$ cat config.mk
export PLATFORM = sky130hd
export DESIGN_NAME = if_response_monitor
export DESIGN_NICKNAME = d
export VERILOG_FILES = /design/src/rtl/if_response_monitor.sv
export SDC_FILE = /design/constraint.sdc
export NUM_CORES = 1
export LEC_CHECK = 0
export CORE_MARGIN = 1
export CORE_UTILIZATION = 48
export DETAILED_ROUTE_END_ITERATION = 16
export GPL_TIMING_DRIVEN = 0
export PLACE_DENSITY_LB_ADDON = 0.25
export SETUP_SLACK_MARGIN = 0.3
export SYNTH_ARGS = -nofsm -noshare
export SYNTH_HDL_FRONTEND = slang
export SYNTH_SLANG_ARGS = --single-unit
$ cat constraint.sdc
create_clock -name clk -period 2.7 [get_ports clk]
set_input_delay 0.54 -clock clk [delete_from_list [all_inputs] [get_ports clk]]
set_output_delay 0.54 -clock clk [all_outputs]
set_load 0.02 [all_outputs]
$ cat src/rtl/if_response_monitor.sv
// if_response_monitor
// Compares a fault-injected instance against a golden instance sample by
// sample, groups mismatching samples into bursts, and queues one event
// record per burst {start_ts, dur, mask} in a show-ahead FIFO. Also keeps a
// saturating count of all mismatching samples.
module if_response_monitor #(
   parameter int unsigned WIDTH   = 4,
   parameter int unsigned TS_W    = 16,
   parameter int unsigned DUR_W   = 8,
   parameter int unsigned GAP_MAX = 3,
   parameter int unsigned DEPTH   = 8
) (
   input  logic             clk,
   input  logic             rst_n,
   input  logic             smp_valid,
   input  logic [WIDTH-1:0] dut_resp,
   input  logic [WIDTH-1:0] gold_resp,
   input  logic             clear,
   output logic             ev_valid,
   input  logic             ev_ready,
   output logic [TS_W-1:0]  ev_ts,
   output logic [DUR_W-1:0] ev_dur,
   output logic [WIDTH-1:0] ev_mask,
   output logic             ev_overflow,
   output logic [15:0]      mis_count
);

   localparam int unsigned AW = $clog2(DEPTH);
   localparam int unsigned PW = AW + 1;
   localparam int unsigned EW = TS_W + DUR_W + WIDTH;
   localparam logic [3:0]  GAP_LIM = 4'(GAP_MAX);

   typedef enum logic {
      S_IDLE,
      S_ACTIVE
   } state_t;

   state_t             r_state;
   state_t             w_state_next;

   logic [TS_W-1:0]    r_ts;
   logic [TS_W-1:0]    r_start_ts;
   logic [DUR_W-1:0]   r_dur;
   logic [WIDTH-1:0]   r_mask;
   logic [3:0]         r_gap;
   logic [15:0]        r_mis;

   logic [EW-1:0]      r_mem [DEPTH];
   logic [PW-1:0]      r_wptr;
   logic [PW-1:0]      r_rptr;
   logic               r_ovf;

   logic [WIDTH-1:0]   w_x;
   logic               w_m;
   logic [3:0]         w_gap_inc;
   logic               w_push;
   logic               w_pop;
   logic               w_full;
   logic               w_empty;
   logic [EW-1:0]      w_din;
   logic [EW-1:0]      w_head;

   assign w_x       = dut_resp ^ gold_resp;
   assign w_m       = |w_x;
   assign w_gap_inc = r_gap + 4'd1;

   assign w_empty = (r_wptr == r_rptr);
   assign w_full  = (r_wptr[AW] != r_rptr[AW]) && (r_wptr[AW-1:0] == r_rptr[AW-1:0]);
   assign w_pop   = !w_empty && ev_ready && !clear;
   assign w_din   = {r_start_ts, r_dur, r_mask};
   assign w_head  = r_mem[r_rptr[AW-1:0]];

   assign ev_valid              = !w_empty;
   assign {ev_ts, ev_dur, ev_mask} = w_head;
   assign ev_overflow           = r_ovf;
   assign mis_count             = r_mis;

   // Burst FSM state register
   always_ff @(posedge clk or negedge rst_n) begin
      if (!rst_n) r_state <= S_IDLE;
      else        r_state <= w_state_next;
   end

   // Next-state decode; a burst closes only on a matching sample that
   // completes GAP_MAX consecutive matches, which also raises the push
   always_comb begin
      w_state_next = r_state;
      w_push       = 1'b0;
      if (clear) begin
         w_state_next = S_IDLE;
      end else if (smp_valid) begin
         case (r_state)
            S_IDLE: begin
               if (w_m) w_state_next = S_ACTIVE;
            end
            S_ACTIVE: begin
               if (!w_m && (w_gap_inc == GAP_LIM)) begin
                  w_state_next = S_IDLE;
                  w_push       = 1'b1;
               end
            end
            default: w_state_next = S_IDLE;
         endcase
      end
   end

   // Timestamp, mismatch counter and burst accumulation registers
   always_ff @(posedge clk or negedge rst_n) begin
      if (!rst_n) begin
         r_ts       <= '0;
         r_start_ts <= '0;
         r_dur      <= '0;
         r_mask     <= '0;
         r_gap      <= '0;
         r_mis      <= '0;
      end else if (clear) begin
         r_ts       <= '0;
         r_start_ts <= '0;
         r_dur      <= '0;
         r_mask     <= '0;
         r_gap      <= '0;
         r_mis      <= '0;
      end else if (smp_valid) begin
         r_ts <= r_ts + TS_W'(1);
         if (w_m && (r_mis != '1)) r_mis <= r_mis + 16'd1;
         if (r_state == S_IDLE) begin
            if (w_m) begin
               r_start_ts <= r_ts;
               r_dur      <= DUR_W'(1);
               r_mask     <= w_x;
               r_gap      <= '0;
            end
         end else begin
            if (w_m) begin
               if (r_dur != '1) r_dur <= r_dur + DUR_W'(1);
               r_mask <= r_mask | w_x;
               r_gap  <= '0;
            end else begin
               r_gap <= w_push ? 4'd0 : w_gap_inc;
            end
         end
      end
   end

   // Event FIFO; a pop frees the head slot so a push into a full FIFO in
   // the same cycle lands in that slot as the new tail
   always_ff @(posedge clk or negedge rst_n) begin
      if (!rst_n) begin
         r_wptr <= '0;
         r_rptr <= '0;
         r_ovf  <= 1'b0;
         for (int unsigned i = 0; i < DEPTH; i++) r_mem[i] <= '0;
      end else if (clear) begin
         r_wptr <= '0;
         r_rptr <= '0;
         r_ovf  <= 1'b0;
         for (int unsigned i = 0; i < DEPTH; i++) r_mem[i] <= '0;
      end else begin
         if (w_pop) r_rptr <= r_rptr + PW'(1);
         if (w_push) begin
            if (!w_full || w_pop) begin
               r_mem[r_wptr[AW-1:0]] <= w_din;
               r_wptr                <= r_wptr + PW'(1);
            end else begin
               r_ovf <= 1'b1;
            end
         end
      end
   end

endmodule

# Yosys cells after proc, flatten, opt, wreduce, memory -nomap -nowiden
# Index checks and enable logic that the tools add are counted.
classes:
  n_addsub: 6
  n_mul: 0
  div_mod_pow: 0
  magnitude_cmp: 3
  eq_ne: 9
  n_shift: 0
  muxes: 52
  n_bitwise: 5
  reduce_logical: 26
op_table:
  columns: ["cell", "n"]
  rows:
  - ["224-bit two-way mux", 3]
  - ["224-bit bitwise mux", 1]
  - ["16-bit two-way mux", 9]
  - ["28-bit binary-select mux with 3-bit select", 1]
  - ["28-bit demux with 3-bit select", 1]
  - ["28-bit two-way mux", 3]
  - ["4-bit two-way mux", 16]
  - ["8-bit two-way mux", 6]
  - ["16-bit by 1-bit adder with 16-bit output (second input constant)", 2]
  - ["16-bit != test (second input constant)", 1]
  - ["4-bit by 1-bit adder with 4-bit output (second input constant)", 3]
  - ["2-bit nonzero test", 6]
  - ["1-bit two-way mux", 11]
  - ["2-bit AND reduction", 5]
  - ["8-bit by 1-bit adder with 8-bit output (second input constant)", 1]
  - ["4-bit greater-or-equal comparator (second input constant)", 2]
  - ["8-bit != test (second input constant)", 1]
  - ["3-bit NOT with 4-bit output", 2]
  - ["1-bit logical AND", 6]
  - ["3-bit AND reduction", 2]
  - ["4-bit by 2-bit equality test with 1-bit output (second input constant)", 1]
  - ["4-bit equality test", 1]
  - ["1-bit zero test", 4]
  - ["4-bit by 1-bit < comparator with 1-bit output (second input constant)", 1]
  - ["other kinds (11)", 12]
word_totals:
  register_bits: 298
  latch_bits: 0
  ramBits: 0
  rom_bits: 0
  in_bits: 13
  output_inout_bits: 46
  wordCells: 119
  mem_count: 0

# Depth between registers and ports, before layout
logic_depth:
  ltp_word: 13
  ltp_mapped: 9

# Worst setup path after synthesis
# OpenSTA, ideal clock, no wires.
synth_timing:
  path_type: "reg2out"
  from: "reg r_rptr[0]"
  to: "out ev_dur[5]"
  t_arrival_ns: 2.228
  required_time_ns: 2.160
  slack_ns: -0.068
  stages_incl_launch_ff: 6
  cell_sequence: "dfrtp_1 clkbuf_1 buf_2 buf_1 mux4_2 mux2_2"
synth_between:
  elab_chain_len: 4
synth_rtl:
  columns: ["element", "line", "rtl"]
  rows:
  - ["start: declaration", "50", "logic [PW-1:0] r_rptr;"]
  - ["start signal: assignment", "159", "if (w_pop) r_rptr <= r_rptr + PW'(1);"]
  - ["3-bit NOT with 4-bit output (implied by the code)", "71", "assign w_head = r_mem[r_rptr[AW-1:0]];"]
  - ["28-bit binary-select mux with 3-bit select", "71", null]
  - ["28-bit two-way mux (implied by the code) (2 in a row)", "71", null]
  - ["end: declaration", "22", "output logic [DUR_W-1:0] ev_dur,"]
# Every way passes these cells. The select of a mux whose other input is x is not followed.

# Worst setup path after layout
layout_timing:
  from: "reg r_rptr[0]"
  to: "out ev_ts[6]"
layout_between:
  elab_chain_len: 4
layout_rtl:
  columns: ["element", "line", "rtl"]
  rows:
  - ["3-bit NOT with 4-bit output (implied by the code)", "71", null]
  - ["28-bit binary-select mux with 3-bit select", "71", null]
  - ["28-bit two-way mux (implied by the code) (2 in a row)", "71", null]
  - ["end: declaration", "21", "output logic [TS_W-1:0] ev_ts,"]
# Every way passes these cells. The select of a mux whose other input is x is not followed.

==> flow_summary.json <==
{
  "fin_skew_ns": 0.0145,
  "cp_cell_sequence": "buf_8 > buf_12 > buf_12 > mux4_2 > mux2_4 > buf_6",
  "relSlewSlack_pct": 32.7,
  "worstSkewPairLatency_ns": 0.52,
  "vdd_ir_drop_max_mv": 0.477,
  "clock_path_buffers": 3,
  "worst-path-buf-inv": 4,
  "grt_max_degree": 114,
  "clock_sinks": 298,
  "grt_pass1_vias": 12800,
  "ys.flop_type": "dfrtp_1",
  "grt_overflow": 0,
  "drive_gt1_share_pct": 26.0,
  "drc": 0,
  "io_buffers": 58,
  "cpMaxStageDelayCell": "mux4_2",
  "finalHoldViolCount": 0,
  "place_hpwl_um": 31200,
  "grt_usage_pct": 29.9,
  "diodes": 0,
  "path_max_fanout": 7,
  "post-route-period-util_pct": 106,
  "tightest_slew_ns": 1.01,
  "routed_wirelength_um": 48900,
  "critPathRequiredTime_ns": 2.16,
  "syn_area_sq_mm": 0.0154,
  "crit_path_frequent_cell": "buf_12",
  "synthDistinctLibCells": 54,
  "ys_async_sr_fraction_pct": 100,
  "post-route-min-period_ns": 2.87,
  "fin_nets": 1591,
  "first_iter_violations": 1127,
  "critPathArrivalTime_ns": 2.33,
  "power_mw": 9.72,
  "hp-class": "in2async",
  "design_area_sq_mm": 0.0194,
  "die_width_um": 181,
  "ys_seq_area_share_pct": 48.6,
  "finalNonFillerCells": 1995,
  "cts-buffers-inserted": 36,
  "status": "complete, but fails checks",
  "switchingPower_mw": 2.23,
  "ant_nets": 0,
  "cts_root_buf": "clkbuf_16",
  "rr_startpoint": "r_state",
  "setup-violations-final": 28,
  "pin_count": 59,
  "rsz0062_at_grt": "true",
  "switching_share_pct": 22.9,
  "fp-row-count": 65,
  "synth_edf_count": 0,
  "seqPwrFrac_pct": 46.5,
  "syn_avg_cell_area_sq_um": 10.9,
  "core_sq_mm": 0.0316,
  "cp-start-kind": "flop",
  "fin_setup_tns_ns": -3.48,
  "crit_type": "reg2out",
  "dpl_cell_area_sq_mm": 0.0166,
  "wire_per_inst_um": 24.5,
  "dp.cells": 1872,
  "clk_pin_slew_ns": 0.06,
  "violations": "negative setup slack",
  "p_int_mw": 7.50,
  "max_stage_delay_ns": 0.55,
  "cap_violations": 0,
  "cp_top_family": "multiplexers",
  "start_util_pct": 48.7,
  "grt_first_pass_wirelength_um": 75100,
  "die_area_sq_mm": 0.0327,
  "end_kind": "primary output",
  "fin_ws_ns": -0.172,
  "firstDrtPassIters": 6,
  "die_h_um": 181,
  "whs_ns": 0.0172,
  "area_growth_pct": 26.5,
  "pre_cts_slack_ns": -1.34,
  "htreeDepth": 2,
  "nFillCells": 2453,
  "powerDensity_mw_per_mm2": 501,
  "fmax_mhz": 348,
  "antenna_found_initial": 0,
  "yosys_warnings": 0,
  "postSynthCellCount": 1410,
  "crit_start": "r_rptr[0]",
  "syn_nets": 1430,
  "leakage_nw": 8.50,
  "cts_tree": "built",
  "drv_slew": 0,
  "final_util_pct": 61.5,
  "place_congestion": 0.882,
  "vias_per_cell": 6.34,
  "synth-seq-cells": 298,
  "pwr-share-clk_pct": 49.1,
  "vias": 12600,
  "pwr-share-comb_pct": 4.4
}
metal layers:
metal,up-vias,global-route usage (%),part of all wire (%)
li1,5470,-,-
met1,6356,41.1,41
met2,668,46.8,46
met3,150,5.08,8.1
met4,0,13.5,4.4
met5,-,0,0
placed cells by master, fill, tap and decap left out, types with 8 or more instances in the layout:
cell type        count
clkdlybuf4s50_1     20
buf_4               51
xor2_1              16
o31ai_1             10
nand3_1             93
nor4_4               8
o21ai_0             60
clkbuf_2            34
clkbuf_8            11
buf_12              13
nand4_1             13
mux2i_1            112
clkbuf_1            23
mux2_4              23
mux4_2              56
inv_1                9
nor4_2               8
or4_1                8
o21ai_1             40
nor2_1              30
a221o_1             28
nand2b_1           155
mux2_2               9
or3_1               15
nor4_1              16
buf_8                8
o21ai_2             17
nand2_1             42
dfrtp_1            297
buf_6               51
buf_2               19
clkbuf_4            17
nor2b_1             36
a21oi_1            104
clkbuf_16           44
logic make-up after synthesis:
| kind of cell | count (synthesis) | share of synthesized area (%) |
|---|---|---|
| AOI/OAI and AO/OA | 295 | 11.3 |
| xor gates and xnor gates | 27 | 1.54 |
| adders and majority gates | 7 | 0.570 |
| buffers and inverters | 134 | 3.55 |
| DFF | 298 | 48.6 |
| muxes | 201 | 17.9 |
| and+or+nand+nor | 448 | 16.5 |
synth_stat cells, drive strengths merged, types with 3 or more instances:
master | count | area share (%)
nor2b | 36 | 1.5
a21oi | 107 | 3.5
o21ai | 120 | 3.9
inv | 9 | 0.22
or3 | 16 | 0.65
a21o | 3 | 0.15
nand2 | 43 | 1.1
a22o | 4 | 0.23
buf | 28 | 0.96
o31ai | 10 | 0.49
o2111ai | 4 | 0.23
and3 | 4 | 0.16
nor2 | 31 | 0.76
mux2 | 32 | 2.3
nor3 | 5 | 0.16
a21boi | 3 | 0.15
ha | 7 | 0.57
mux2i | 113 | 7.4
o211ai | 3 | 0.15
mux4 | 56 | 8.2
xnor2 | 6 | 0.34
a221o | 28 | 1.8
clkbuf | 97 | 2.4
or4 | 10 | 0.51
xor2 | 21 | 1.2
nand4 | 13 | 0.53
dfrtp | 298 | 49
nor4 | 32 | 1.4
nand2b | 156 | 6.4
nand3 | 93 | 3.0
power groups by stage:
stage / clock network, mW / logic, mW / registers (mW)
2_1_floorplan: 0 / 0.169 / 4.59
3_3_place_gp: 0 / 0.382 / 4.60
3_5_place_dp: 0 / 0.395 / 4.60
4_1_cts: 4.80 / 0.420 / 4.52
5_1_grt: 4.98 / 0.467 / 4.52
6_report: 4.77 / 0.432 / 4.52
what timing repair did:
action | 4_1_cts | 5_1_grt
gates cloned | 5 | 2
resized for setup | 386 | 216
pin swaps | 23 | 15
setup endpoints to repair | 327 | 284
hold buffers | 0 | 0
setup buffers | 34 | 22
cell type report:
cell class              instances  area [sq um]  area share, %
plain buffers                 125          1090           5.64
clock inverters                10           106          0.548
inverters                       9          33.8          0.174
well taps                     402           503           2.59
repair buffers                123          1300           6.71
multi-input cells             978          7880           40.6
clock buffers                  50          1040           5.38
flip-flops and latches        298          7460           38.4
worst paths after layout:
| path | slack (ns) | to | cells after the start |
|---|---|---|---|
| worst max-delay path | -0.17 | ev_ts[6] | 6 |
| worst min-delay path | 0.02 | r_mem[116] | 1 |
| worst max register to register | 0.22 | r_mem[213] | 7 |
| worst min register to register | 0.53 | r_mem[204] | 1 |
| max in group asynchronous | 1.23 | r_ts[15] | 3 |
| min in group clk | 0.44 | r_mask[1] | 3 |
flip-flops by register name, summed over array words and instances, names as in the netlist, 4 cells and up:
signal      flops
r_gap           4
mis_count      16
r_start_ts     16
r_rptr          4
r_wptr          4
r_mask          4
r_mem         224
r_dur           8
r_ts           16
(Power assumes the default switching activity.)
